--- config.mk ---
export PLATFORM = sky130hd
export DESIGN_NAME = cla_byte_serial_adder
export DESIGN_NICKNAME = d
export VERILOG_FILES = /design/src/rtl/cla_byte_serial_adder.sv
export SDC_FILE = /design/constraint.sdc
export NUM_CORES = 1
export LEC_CHECK = 0
export BUFFER_PORTS_ARGS = -buffer_cell sky130_fd_sc_hd__buf_2
export CAP_MARGIN = 20
export CORE_AREA = 3 3 109 111
export CTS_BUF_LIST = sky130_fd_sc_hd__clkbuf_4
export DETAILED_ROUTE_END_ITERATION = 12
export DIE_AREA = 0 0 112 114
export GPL_TIMING_DRIVEN = 0
export PLACE_DENSITY = 0.81
export SETUP_SLACK_MARGIN = 0.05
export SLEW_MARGIN = 40
export SYNTH_ARGS = -nofsm -noshare
export SYNTH_HDL_FRONTEND = slang
export SYNTH_HIERARCHICAL = 1
export SYNTH_SLANG_ARGS = --single-unit
--- constraint.sdc ---
create_clock -name clk -period 4.3 [get_ports clk]
set_input_delay 0.86 -clock clk [delete_from_list [all_inputs] [get_ports clk]]
set_output_delay 0.86 -clock clk [all_outputs]
set_load 0.005 [all_outputs]
--- src/rtl/cla_byte_serial_adder.sv ---
// Byte-serial multi-byte adder around one shared 8-bit CLA stage.
// Ports: clk, rst_n, start/A/B/C_in in; busy, done, S, C_out, V out.
module cla_byte_serial_adder #(
  parameter int NBYTES = 4
) (
  input  logic                clk,
  input  logic                rst_n,
  input  logic                start,
  input  logic [8*NBYTES-1:0] A,
  input  logic [8*NBYTES-1:0] B,
  input  logic                C_in,
  output logic                busy,
  output logic                done,
  output logic [8*NBYTES-1:0] S,
  output logic                C_out,
  output logic                V
);

  localparam int W  = 8 * NBYTES;
  localparam int KW = $clog2(NBYTES);
  localparam logic [KW-1:0] K_LAST = KW'(NBYTES - 1);

  typedef enum logic {
    IDLE,
    ADD
  } state_t;

  state_t         state_q, state_d;
  logic [W-1:0]   a_q, a_d;
  logic [W-1:0]   b_q, b_d;
  logic [W-1:0]   sum_q, sum_d;
  logic [KW-1:0]  k_q, k_d;
  logic           carry_q, carry_d;
  logic [W-1:0]   s_q, s_d;
  logic           co_q, co_d;
  logic           v_q, v_d;
  logic           done_q, done_d;

  logic [7:0]     a_byte;
  logic [7:0]     b_byte;
  logic [7:0]     cla_s;
  logic           cla_co;

  assign a_byte = a_q[8*k_q +: 8];
  assign b_byte = b_q[8*k_q +: 8];

  CLA_8bit u_cla (
    .A     (a_byte),
    .B     (b_byte),
    .C     (carry_q),
    .C_out (cla_co),
    .S     (cla_s)
  );

  always_comb begin
    state_d = state_q;
    a_d     = a_q;
    b_d     = b_q;
    sum_d   = sum_q;
    k_d     = k_q;
    carry_d = carry_q;
    s_d     = s_q;
    co_d    = co_q;
    v_d     = v_q;
    done_d  = 1'b0;
    unique case (state_q)
      IDLE: begin
        if (start) begin
          a_d     = A;
          b_d     = B;
          carry_d = C_in;
          k_d     = '0;
          state_d = ADD;
        end
      end
      ADD: begin
        sum_d[8*k_q +: 8] = cla_s;
        carry_d = cla_co;
        k_d     = k_q + KW'(1);
        if (k_q == K_LAST) begin
          // sum_d already holds the final byte here
          s_d     = sum_d;
          co_d    = cla_co;
          v_d     = (a_q[W-1] == b_q[W-1]) &&
                    (sum_d[W-1] != a_q[W-1]);
          done_d  = 1'b1;
          k_d     = '0;
          state_d = IDLE;
        end
      end
      default: state_d = IDLE;
    endcase
  end

  always_ff @(posedge clk) begin
    if (!rst_n) begin
      state_q <= IDLE;
      a_q     <= '0;
      b_q     <= '0;
      sum_q   <= '0;
      k_q     <= '0;
      carry_q <= 1'b0;
      s_q     <= '0;
      co_q    <= 1'b0;
      v_q     <= 1'b0;
      done_q  <= 1'b0;
    end else begin
      state_q <= state_d;
      a_q     <= a_d;
      b_q     <= b_d;
      sum_q   <= sum_d;
      k_q     <= k_d;
      carry_q <= carry_d;
      s_q     <= s_d;
      co_q    <= co_d;
      v_q     <= v_d;
      done_q  <= done_d;
    end
  end

  assign busy  = (state_q == ADD);
  assign done  = done_q;
  assign S     = s_q;
  assign C_out = co_q;
  assign V     = v_q;

endmodule

// 8-bit carry-lookahead adder stage.
// Ports: A, B, C (carry in) in; C_out, S out.
module CLA_8bit (
  input  logic [7:0] A,
  input  logic [7:0] B,
  input  logic       C,
  output logic       C_out,
  output logic [7:0] S
);

  logic [7:0] g;
  logic [7:0] p;
  logic [8:0] c;

  assign g = A & B;
  assign p = A ^ B;

  // Each carry is a flat sum of products of g/p/C,
  // so no carry depends on the previous carry signal.
  always_comb begin
    logic cy;
    logic pp;
    c    = '0;
    c[0] = C;
    for (int i = 0; i < 8; i++) begin
      cy = 1'b0;
      pp = 1'b1;
      for (int j = i; j >= 0; j--) begin
        cy = cy | (pp & g[j]);
        pp = pp & p[j];
      end
      c[i+1] = cy | (pp & C);
    end
  end

  assign S     = p ^ c[7:0];
  assign C_out = c[8];

endmodule

Word level (Yosys, flattened, before mapping)
Index checks and enable logic that the tools add are counted.

cells by class
  add/subtract/negate cells = 2
  reductions and logical operators = 4
  multiplexer cells = 10
  equality and inequality tests = 4
  shifts and indexed selects = 4
  bitwise gates (word level) = 104

operator list
  cell                                                                      number
  1-bit bitwise AND                                                         64
  32-bit by 6-bit indexed part select with 8-bit output                     2
  1-bit bitwise OR                                                          36
  5-bit negator with 34-bit output                                          1
  8-bit by 34-bit variable shift with 32-bit output (first input constant)  1
  8-bit by 34-bit indexed part select with 32-bit output                    1
  32-bit bitwise mux                                                        1
  8-bit bitwise XOR                                                         2
  8-bit bitwise AND                                                         1
  2-bit AND reduction                                                       3
  1-bit two-way mux                                                         4
  2-bit two-way mux                                                         2
  1-bit one-hot mux with 2 select lines                                     2
  2-bit one-hot mux with 2 select lines                                     1
  2-bit by 1-bit adder with 2-bit output (second input constant)            1
  2-bit == test (second input constant)                                     1
  2-bit inequality test (second input constant)                             1
  1-bit == test                                                             1
  1-bit logical AND                                                         1
  1-bit inequality test                                                     1
  1-bit NOT                                                                 1

storage, ports and cells
  bits in registers = 135
  output and inout bits = 36
  input port bits = 68

Longest topological paths before layout
  depth after elaboration = 15
  gate-level depth with buffers = 11
  depth with buffers taken out = 9

Cells and area by module
The synthesis kept the hierarchy.

modules (own cells, without submodules)
  module                 sequential area each (um^2)  area an instance (um^2)  times used  cells each
  cla_byte_serial_adder  2702.6                       6057.1                   1           663
  CLA_8bit               0.0                          332.8                    1           41

Least setup slack after synthesis
No wires, ideal clock.

  kind = reg-to-reg
  start = register k_q[0]
  end = register v_q (netlist: V)
  path slack = 1.069 ns
  stages on the path, launching flop included = 12
  clock period less this slack = 3.231 ns
  required time = 4.170 ns
  arrival = 3.102 ns
  path through = dfxtp_1 -> buf_6 -> buf_4 -> mux4_2 -> ha_1 -> a21oi_2 -> o2111ai_2 -> a221o_1 -> xor2_1 -> and4bb_2 -> mux2i_1 -> o211ai_1

between the ends
  elaborated cells between the ends (all ways) = 90
  those cells by class = add/sub (1); eq/ne (2); shift (4); mux (1); bitwise (80); reduce/logical (2)

RTL lines
  element                                                   RTL line  source
  from (decl)                                               32        logic [KW-1:0] k_q, k_d;
  from (signal assigned)                                    112       k_q <= k_d;
  32-bit by 6-bit indexed part select with 8-bit output *   44        assign a_byte = a_q[8*k_q +: 8];
  via a_byte[0]                                             39        logic [7:0] a_byte;
  8-bit bitwise AND or 8-bit bitwise XOR (tied branches)    143, 144
  1-bit bitwise AND, on equally long branches               157, 158
  1-bit bitwise OR or 1-bit bitwise AND (tied branches)     157, 160
  1-bit bitwise OR *                                        160       c[i+1] = cy | (pp & C);
  8-bit bitwise XOR *                                       164       assign S = p ^ c[7:0];
  via cla_s[7]                                              41        logic [7:0] cla_s;
  8-bit by 34-bit indexed part select with 32-bit output *  77        sum_d[8*k_q +: 8] = cla_s;
  32-bit bitwise mux *                                      77
  1-bit inequality test *                                   85        (sum_d[W-1] != a_q[W-1]);
  1-bit logical AND *                                       84        v_d = (a_q[W-1] == b_q[W-1]) &&
  to (signal assigned)                                      116       v_q <= v_d;
  to (decl)                                                 36        logic v_q, v_d;

The timed path passes the listed nets; every way through them passes the cells marked *.
A chain may end at the register's enable or synchronous reset.

Final worst setup path
  start = register k_q[1]
  end = register v_q (netlist: V)

The elaborated chain is that of the path after synthesis.

==> results.txt <==
Clock-pin slew was measured on the worst setup and hold paths at 0.12 ns. The hold path depth is 2. The post-cts hold buffer count is 0.

The leakage power is 3.09 nW. The commonest register cell after synthesis is dfxtp_1. The total power divided by cell area is 363 nW/um^2.

By area, the combinational part of the netlist is dominated by simple AND/OR/NAND/NOR gates. The global routing usage on met2 is 44.9%. The clock tree skew after final layout came out at 0.0195 ns.

The final-report hold violation count came out at 0. The worst setup path is of the register to register kind. The count of final setup violators came out at 0. The clock tree synthesis step divided the H-tree into 4 levels.

In this design, the critical path's most frequently occurring cell is buf_2. The remaining antenna violation count after routing is 0. The number of buffers inserted during clock tree synthesis is 17. The count of maximum capacitance violations is 0. The placement row count came out at 38. The starting DRC count in detailed routing came out at 374. The overall die width came out at 112 um. The parity-gate share of the synthesized area counting xor and xnor cells is 0.822%.

The cell depth of the worst flop-to-flop path came out at 11. The logic depth of the worst setup path including buffers is 11. For this run, asynchronously set or reset flops after synthesis account for 0%. The number of max-slew violations in the final report came to 0.

In this run the vertical extent of the chip is 114 um. The period utilization came out at between 90% and 100%. The actual slew at the worst max-slew pin came out at about 0.76 ns. In this run, synthesis inferred 0 flip-flops with an integrated enable. STA classifies the critical path startpoint as a register. The source-to-sink clock delay at the later pin of the worst-skew pair is about 0.56 ns. The met3 global-route usage is 5.36%. The placer congestion estimate is 0.896. Setup repair after global routing left no endpoint under its margin. Summing all placed instances gives a cell area of 7080 sq um. The unique cell type count in the Yosys netlist came out at between 40 and 50. Using the TritonRoute via totals, the vias-per-cell ratio works out to 5.74. The share of synthesized area spent on multiplexers is 6.11%. The shortest clock period the worst path allows after layout is 3.96 ns. The largest buffer count on any clock path is 2.

The post-synth net total came out at a little under 800. The number of nets at the end of the flow came out at 909. The total of warnings raised by yosys came out at 6.

On the critical path, the stage with the largest delay is an instance of xor2_1. The total negative setup slack is 0 ns. The HPWL reported at the end of detailed placement came out at 12.3 mm. The post-synthesis register bit count is between 100 and 150. The number of antenna diodes in the final layout is 0. The number of primary I/O pins came out at around 100. The signal on the critical path passes through buf_2 -> buf_2 -> mux4_2 -> ha_1 -> a21oi_2 -> o2111ai_2 -> a221o_1 -> xor2_1 -> and4bb_2 -> mux2i_1 -> o211ai_1. STA classifies the critical path endpoint as a register. The global-route wire length before repair came out at 26.8 mm.

In this run the tightest slew margin relative to its limit is 49.0%. The delay of the slowest critical-path stage came out at approximately 0.62 ns. Post-CTS repair changed the size of 0 cells. The worst flop-to-flop path startpoint is k_q[1]$_SDFFE_PN0P_. The post-CTS setup buffer count is 0.

After detailed routing, the average wire length per cell comes to 17.1 um. The global route total overflow came out at 0. Across every metal layer, demand over resource in global routing totals 26.6%. Global routing consumed, on the met1 layer, 32.9% of the routing resources.

The number of detailed-route iterations in the first pass is 5. The arrival time of the worst setup path is around 4.4 ns. The area of the core region came out at between 10,000 and 15,000 sq um. The synthesized netlist devotes 3.25% of its cell area to adder and majority cells. Of the total synthesized cell area, the portion taken by AND, OR, NAND and NOR gates is 21.5%. The complex-gate fraction of the synthesized area came out at 20.0%.

The startpoint of the tightest hold check path is sum_q[23]$_SDFFE_PN0P_. The mean area per synthesized cell came out at around 9.1 sq um. The peak ir drop on the vdd network is between 200 and 250 uV. The ratio of cells with drive above 1 in the final layout came out at around a quarter. After detailed routing, the number of remaining DRC violations is 0. The number of buffers inserted by port buffering came out at 102. The cell area after technology mapping came out at 6390 sq um. The initial antenna violation count is 0. The maximum net fanout on the critical path came out at 10. The cell sitting at the root of the clock tree is a clkbuf_4. The clock tree from TritonCTS is done. The maximum operating frequency is 253 MHz. The floorplan die area came out at 12,800 sq um. The worst min-delay path class is register to register. The area added between synthesis and finish is 16.1%.

The required time of the worst setup path came out at roughly 4.8 ns. The starting utilization of the core area is about three fifths. The run finished with clean final reports. The layer flagged by global routing as most heavily used is met2.

The total wirelength of the detailed-routed design is 16.7 mm. The clock net in this run drives a total of 135 sinks. The sequential element share of the synthesized area came out at between 40% and 50%. Synthesis handed over a netlist of 704 instances. The most common library cell in the layout ignoring fill and taps is nand2_1. Tracing the worst setup path back leads to its startpoint at k_q[1]$_SDFFE_PN0P_. The via count of the first global-routing pass came out at approximately 5.5k. The library cells used most frequently in the layout, excluding fill and tap cells, are 159 x nand2_1, 135 x dfxtp_1, 128 x buf_2. On the critical path the largest part of the delay comes from compound AO/OA/AOI/OAI gates. After routing the design area is 7420 sq um.

The number of buffers and inverters on the critical path is 2. The count of filler cells inserted in the layout came out at 888. The routed layout has 5,616 vias. The largest net degree at the start of global routing came out at 17.
## sequential cells by signal, summed over array words and instances (netlist names)
| name | flops |
|---|---|
| C_out | 1 |
| S | 32 |
| V | 1 |
| a_q | 32 |
| b_q | 32 |
| busy | 1 |
| carry_q | 1 |
| done | 1 |
| k_q | 2 |
| sum_q | 32 |
## cells by family after synthesis
family | count (synthesis)
AND/OR/NAND/NOR | 276
AO/OA/AOI/OAI | 178
flip-flops | 135
buffers and inverters | 74
multiplexers | 19
adder cells (fa/ha/maj) | 16
XOR/XNOR | 6
## layout make-up
| class | count | area (sq um) | share of cell area [%] |
|---|---|---|---|
| clock buffers | 18 | 135 | 1.82 |
| plain buffers | 65 | 353 | 4.76 |
| repair buffers | 102 | 510 | 6.88 |
| well taps | 140 | 175 | 2.36 |
| multi-input cells | 495 | 3300 | 44.5 |
| inverters | 9 | 33.8 | 0.456 |
| clock inverters | 14 | 205 | 2.77 |
| flip-flops and latches | 135 | 2700 | 36.4 |
## final timing paths
| check | endpoint | slack [ns] |
|---|---|---|
| max | V$_SDFFE_PN0P_ | 0.34 |
| min | sum_q[23]$_SDFFE_PN0P_ | 0.46 |
| max reg2reg | V$_SDFFE_PN0P_ | 0.34 |
| min reg2reg | sum_q[23]$_SDFFE_PN0P_ | 0.46 |
## routing by layer
layer / wire length (um) / vias to the layer above
li1: - / 2721
met1: 7070 / 2598
met2: 7980 / 245
met3: 1120 / 52
met4: 559 / 0
met5: 0 / -
## synth_stat cells, drive strengths merged, types with 4 or more instances
master	count	area, sq um
nor2	21	78.8
xnor2	4	35.0
mux4	16	360
nor3b	6	72.6
dfxtp	135	2700
a21oi	23	119
and4b	19	193
ha	15	188
inv	9	33.8
nor2b	12	75.1
nand3	27	135
o21ai	19	95.1
a32oi	8	70.1
and2	4	25.0
clkbuf	23	87.6
nand2	160	603
nand4	16	100
buf	42	265
a221oi	15	131
a21boi	105	788
## report_power, final
part	leakage, nW	total (W)	internal (W)	switching, W
clock	0.177	0.000997	0.000521	0.000475
sequential	1.10	0.00132	0.00129	0.0000277
combinational	1.82	0.000371	0.000146	0.000225
total	3.09	0.00269	0.00196	0.000728
## metrics by stage
stage | util [%] | cells | setup WS, ns | total power (W) | hold slack [ns]
2_1_floorplan | - | 704 | 1.07 | 0.00158 | 0.427
3_3_place_gp | 65.0 | 946 | 0.466 | 0.00170 | 0.435
3_5_place_dp | 65.0 | 946 | 0.450 | 0.00171 | 0.444
4_1_cts | 68.1 | 978 | 0.417 | 0.00269 | 0.460
5_1_grt | 68.1 | 978 | 0.193 | 0.00279 | 0.477
6_report | 68.1 | 978 | 0.341 | 0.00269 | 0.459
## tightest hold or removal path: cells and delay by family, from the launching register on
family / cells / cell delay (ns)
flops: 1 / 0.33
simple gates: 1 / 0.05
compound gates: 1 / 0.05
Power figures use the tool's default switching activity.
